==> src/rtl/pipeline_hazard_controller.sv <==
// Pipeline sequencer for the 5-stage MIPS core: power-up hold, load-use stalls,
// halt/drain handshake and ALU operand forwarding selects.
module pipeline_hazard_controller #(
  parameter int unsigned INIT_CYCLES  = 4,
  parameter int unsigned DRAIN_CYCLES = 3,
  parameter int unsigned CNT_W        = 16
) (
  input  logic             clk,
  input  logic             reset,
  input  logic [4:0]       id_rs,
  input  logic [4:0]       id_rt,
  input  logic             id_use_rs,
  input  logic             id_use_rt,
  input  logic [4:0]       ex_rd,
  input  logic             ex_rf_en,
  input  logic             ex_load,
  input  logic [4:0]       mem_rd,
  input  logic             mem_rf_en,
  input  logic [4:0]       wb_rd,
  input  logic             wb_rf_en,
  input  logic             halt_req,
  output logic             pc_ld,
  output logic             if_id_ld,
  output logic             id_nop,
  output logic [1:0]       fwd_a_sel,
  output logic [1:0]       fwd_b_sel,
  output logic             halt_ack,
  output logic [CNT_W-1:0] stall_cnt
);

  localparam int unsigned MAXC = (INIT_CYCLES > DRAIN_CYCLES) ? INIT_CYCLES : DRAIN_CYCLES;
  localparam int unsigned CW   = (MAXC > 1) ? $clog2(MAXC) : 1;
  localparam logic [CW-1:0] INIT_LAST  = CW'(INIT_CYCLES - 1);
  localparam logic [CW-1:0] DRAIN_LAST = CW'(DRAIN_CYCLES - 1);

  typedef enum logic [1:0] {S_INIT, S_RUN, S_DRAIN, S_HALTED} state_t;

  state_t          state, state_nxt;
  logic [CW-1:0]   cnt, cnt_nxt;
  logic            hz;
  logic            stall_inc;

  // Youngest producer wins; register 0 is hard-wired and never forwarded.
  function automatic logic [1:0] fwd_sel(
    input logic [4:0] src,
    input logic [4:0] e_rd, input logic e_en,
    input logic [4:0] m_rd, input logic m_en,
    input logic [4:0] w_rd, input logic w_en
  );
    logic [1:0] sel;
    sel = 2'b00;
    if (e_en && e_rd != 5'd0 && e_rd == src)      sel = 2'b01;
    else if (m_en && m_rd != 5'd0 && m_rd == src) sel = 2'b10;
    else if (w_en && w_rd != 5'd0 && w_rd == src) sel = 2'b11;
    return sel;
  endfunction

  always_comb begin
    fwd_a_sel = fwd_sel(id_rs, ex_rd, ex_rf_en, mem_rd, mem_rf_en, wb_rd, wb_rf_en);
    fwd_b_sel = fwd_sel(id_rt, ex_rd, ex_rf_en, mem_rd, mem_rf_en, wb_rd, wb_rf_en);
    hz = ex_load && ex_rf_en && (ex_rd != 5'd0) &&
         ((id_use_rs && id_rs == ex_rd) || (id_use_rt && id_rt == ex_rd));
  end

  always_comb begin
    state_nxt = state;
    cnt_nxt   = cnt;
    pc_ld     = 1'b0;
    if_id_ld  = 1'b0;
    id_nop    = 1'b1;
    halt_ack  = 1'b0;
    stall_inc = 1'b0;
    case (state)
      S_INIT: begin
        if (cnt == INIT_LAST) begin
          state_nxt = S_RUN;
          cnt_nxt   = '0;
        end else begin
          cnt_nxt = cnt + CW'(1);
        end
      end
      S_RUN: begin
        if (hz) begin
          stall_inc = 1'b1;
        end else begin
          pc_ld    = 1'b1;
          if_id_ld = 1'b1;
          id_nop   = 1'b0;
        end
        if (halt_req) begin
          state_nxt = S_DRAIN;
          cnt_nxt   = '0;
        end
      end
      S_DRAIN: begin
        if (cnt == DRAIN_LAST) begin
          state_nxt = S_HALTED;
          cnt_nxt   = '0;
        end else begin
          cnt_nxt = cnt + CW'(1);
        end
      end
      S_HALTED: begin
        halt_ack = 1'b1;
        if (!halt_req) state_nxt = S_RUN;
      end
      default: state_nxt = S_INIT;
    endcase
  end

  always_ff @(posedge clk or negedge reset) begin
    if (!reset) begin
      state     <= S_INIT;
      cnt       <= '0;
      stall_cnt <= '0;
    end else begin
      state <= state_nxt;
      cnt   <= cnt_nxt;
      if (stall_inc && stall_cnt != '1) stall_cnt <= stall_cnt + CNT_W'(1);
    end
  end

endmodule

==> config.mk <==
export PLATFORM = sky130hd
export DESIGN_NAME = pipeline_hazard_controller
export DESIGN_NICKNAME = d
export VERILOG_FILES = /design/src/rtl/pipeline_hazard_controller.sv
export SDC_FILE = /design/constraint.sdc
export NUM_CORES = 1
export LEC_CHECK = 0
export BUFFER_PORTS_ARGS = -buffer_cell sky130_fd_sc_hd__buf_4
export CAP_MARGIN = 20
export CORE_MARGIN = 5
export CORE_UTILIZATION = 50
export DETAILED_ROUTE_END_ITERATION = 16
export PLACE_DENSITY_LB_ADDON = 0.12
export SLEW_MARGIN = 25
export SYNTH_ARGS = -nofsm -noshare
export SYNTH_HDL_FRONTEND = slang
export SYNTH_SLANG_ARGS = --single-unit
export TNS_END_PERCENT = 5
==> constraint.sdc <==
create_clock -name clk -period 2.5 [get_ports clk]
set_input_delay 0.625 -clock clk [delete_from_list [all_inputs] [get_ports clk]]
set_output_delay 0.625 -clock clk [all_outputs]
set_load 0.03 [all_outputs]
==> summary.txt <==
Finish
  • Area Overhead vs Synth: 45.5%
  • Final Instance Area: 2360 um2
  • Layout cells sized above 1: 37.5%
  • Area of the multi-input gates: 1140 um2
  • Antenna cells: 0
  • Fill cells: 247
  • Sequential cell area: 500 um2
  • Final net count: about 300

Critical path
  • Worst Reg-to-Reg Cells: 6
  • CP Class: input port to primary output
  • Setup crit start kind: input port
  • Worst Setup End Kind: primary output
  • Crit path max fanout: 4
  • CP arrival: between 1.5 and 2 ns
  • R2R Setup Slk: 0.63 ns
  • Worst EP required: 1.88 ns
  • Worst R2R Start: stall_cnt[0]
  • Crit path from: mem_rd[1]
  • Worst R2R End: stall_cnt[1]

STA
  • Final min period: between 2 and 3 ns
  • Clk_skew: 0.00426 ns
  • Final setup violation count: 2
  • Max-slew headroom: between 70 and 80%
  • Final hold violations: 0
  • Period utilisation layout: 102%
  • Max-slew violations: 0
  • Maximum clock frequency: 0.391 GHz
  • RSZ-0062 raised after global routing: yes
  • Worst-margin pin slew: 0.339 ns
  • Setup_tns: -0.0782 ns
  • Final Worst Setup Slack: -0.0580 ns

Global route
  • GRT Total Usage: 19.9%
  • Initial antenna violation count: 0
  • Vias in the first global route: 1538
  • First-pass GRT wire length: 6.94 mm
  • Largest net degree at the start of global routing: 21
  • Total gr overflow: 0

Power
  • Logic pwr share: roughly half
  • Pint: 849 uW
  • Sw Share: 38.7%
  • Psw: 535 uW
  • Design Power: 1380 uW
  • Flop pwr share: 30.1%
  • Cell Pwr Density: 587 nW/um2
  • Leakage: around 0.0011 uW
  • Maximum VDD drop: 0.538 mV
  • Clock Power Share: 18.9%

Route
  • ANT nets after route: 0
  • Routed via count: 1600
  • Remaining DRCs: 0
  • Post-Route WL: 4.39 mm
  • Vias per cell: 5.39
  • Drt pass-1 iters: 4
  • Wirelength per Cell: roughly 15 um
  • Starting DRT DRC Count: 91

Synthesis
  • Post-synth EDFFs: 0
  • Yosys warns: 0
  • Mapped Cells: between 150 and 200
  • Synth area leader: dfrtp_1
  • Async SR Flop Fraction: 100%
  • Share of the synthesized area in the top cell type: a little under a third
  • Main synth FF type: dfrtp_1
  • Netlist Area Pre-Place: around 1600 um2
  • Synth cell types: 33
  • Mean Syn Cell Area: about 9.0 um2
  • Top post-synthesis cells by area: dfrtp_1 31%, xnor2_1 16%, xor2_1 8.1%, ha_1 7.7%, nand3_1 4.6%
  • Net Count, Synth: 225
  • Synth Register Bits: 20
  • Post-synthesis sequential area ratio: a little under a third

Floorplan
  • Die X: 66.9 um
  • Io pins: 58
  • Total Die Area: between 4000 and 5000 um2
  • Core area: around 3000 um2
  • Die span in y: between 60 and 70 um
  • Starting Density: 52.6%
  • Std-Cell Rows: 20

CTS
  • CTS tree: built
  • Worst-path clk slew: 0.11 ns
  • TritonCTS Buffers: 3
  • CTS Hold Bufs: 0
  • Skew-Pair Late Insertion Delay: 0.30 ns
  • Root buffer cell: clkbuf_4
  • Clock Tree Buf Depth: 2
  • Htree depth: 1
  • CTS Sinks: 20

Placement
  • HPWL after DPL: 3.47 mm
  • IO buf count: 57
  • GP Congestion: 0.855
  • Dpl cell area: 2190 um2
  • DP Worst Slack: -0.0968 ns

Worst hold path
  • Hold WC Path Type: input port to async pin

Outcome
  • Run status: finished with violations
  • Failing checks: negative setup slack

Run
  • Max-cap violations: 0
[worst max path at each step]
stage,end,slack (ns)
detailed placement,fwd_a_sel[0],-0.1
CTS,fwd_b_sel[0],-0.009
global placement,fwd_b_sel[1],-0.07
finish,fwd_a_sel[0],-0.06
global route,fwd_a_sel[0],-0.1
floorplan,fwd_b_sel[1],-0.16
[metal layers]
metal  part of all wire [%]  global-route usage [%]  vias to the layer above
li1                       -                       -                      784
met1                     43                    25.4                      768
met2                     52                    35.5                       46
met3                    5.3                    4.05                        2
met4                   0.23                    1.77                        0
met5                      0                       0                        -
[metrics by stage]
stage / utilization, % / cells / hold slack (ns)
3_5_place_dp: 71.0 / 292 / 0.493
3_3_place_gp: 71.0 / 292 / 0.485
6_report: 76.6 / 297 / 0.173
4_1_cts: 73.9 / 296 / 0.178
2_1_floorplan: - / 181 / 0.329
5_1_grt: 76.6 / 297 / 0.176
[kinds of logic (layout without fill, tap and decap cells)]
family	count (synthesis)	in the layout	share of synthesized area [%]
mux	2	2	1.39
compound gates	18	18	7.03
fa+ha+maj	10	10	7.72
flops	20	20	30.9
simple gates	77	77	26.1
xor+xnor	45	45	24.3
buf+inv	9	81	2.55
[cell usage after synthesis, types with 4 or more instances]
master / number
nor3_1: 9
ha_1: 10
a21oi_1: 5
dfrtp_1: 20
nor2_1: 11
xnor2_1: 30
nand2_1: 14
and3_1: 4
nand4_1: 8
nand3_1: 15
inv_1: 6
xor2_1: 15
o21ai_0: 5
[worst max-delay path, stage by stage]
cell and delay, ns:
buf_6 0.09, or4_4 0.53, o21ai_2 0.15, buf_6 0.13, nor3_2 0.04, o22ai_1 0.17, buf_4 0.19
[power groups by stage]
stage | logic (uW) | clock network, uW | registers (uW)
final | 706 | 262 | 416
after floorplan | 440 | 0 | 424
after global routing | 777 | 280 | 424
after global placement | 642 | 0 | 419
after detailed placement | 667 | 0 | 424
after CTS | 696 | 267 | 417
[what timing repair did]
action,in CTS,in global routing
setup endpoints to repair,6,7
endpoints found under the hold margin,0,0
buffers inserted,0,1
pin swaps,7,13
gates resized for setup,13,17
[layout by cell type, fill, tap and decap left out, types with 6 or more instances in the layout]
cell type,instances
buf_6,11
xor2_1,15
ha_1,10
dfrtp_1,20
nand4_1,8
nor3_1,7
nand2_1,14
nor2_1,10
nand3_1,14
xnor2_1,30
buf_4,59
inv_1,6
[layout make-up]
class                           instances  area share, %
Sequential cell                        20           21.2
Inverter                                6          0.955
Tap cell                               44           2.34
Clock inverter                          1           1.27
Clock buffer                            3          0.955
Multi-Input combinational cell        152           48.6
Timing Repair Buffer                   71           24.7
[flip-flops by register name, summed over array words and instances (netlist names)]
name	count
stall_cnt	16
cnt	2
state	2
Power figures use the tool's default switching activity.
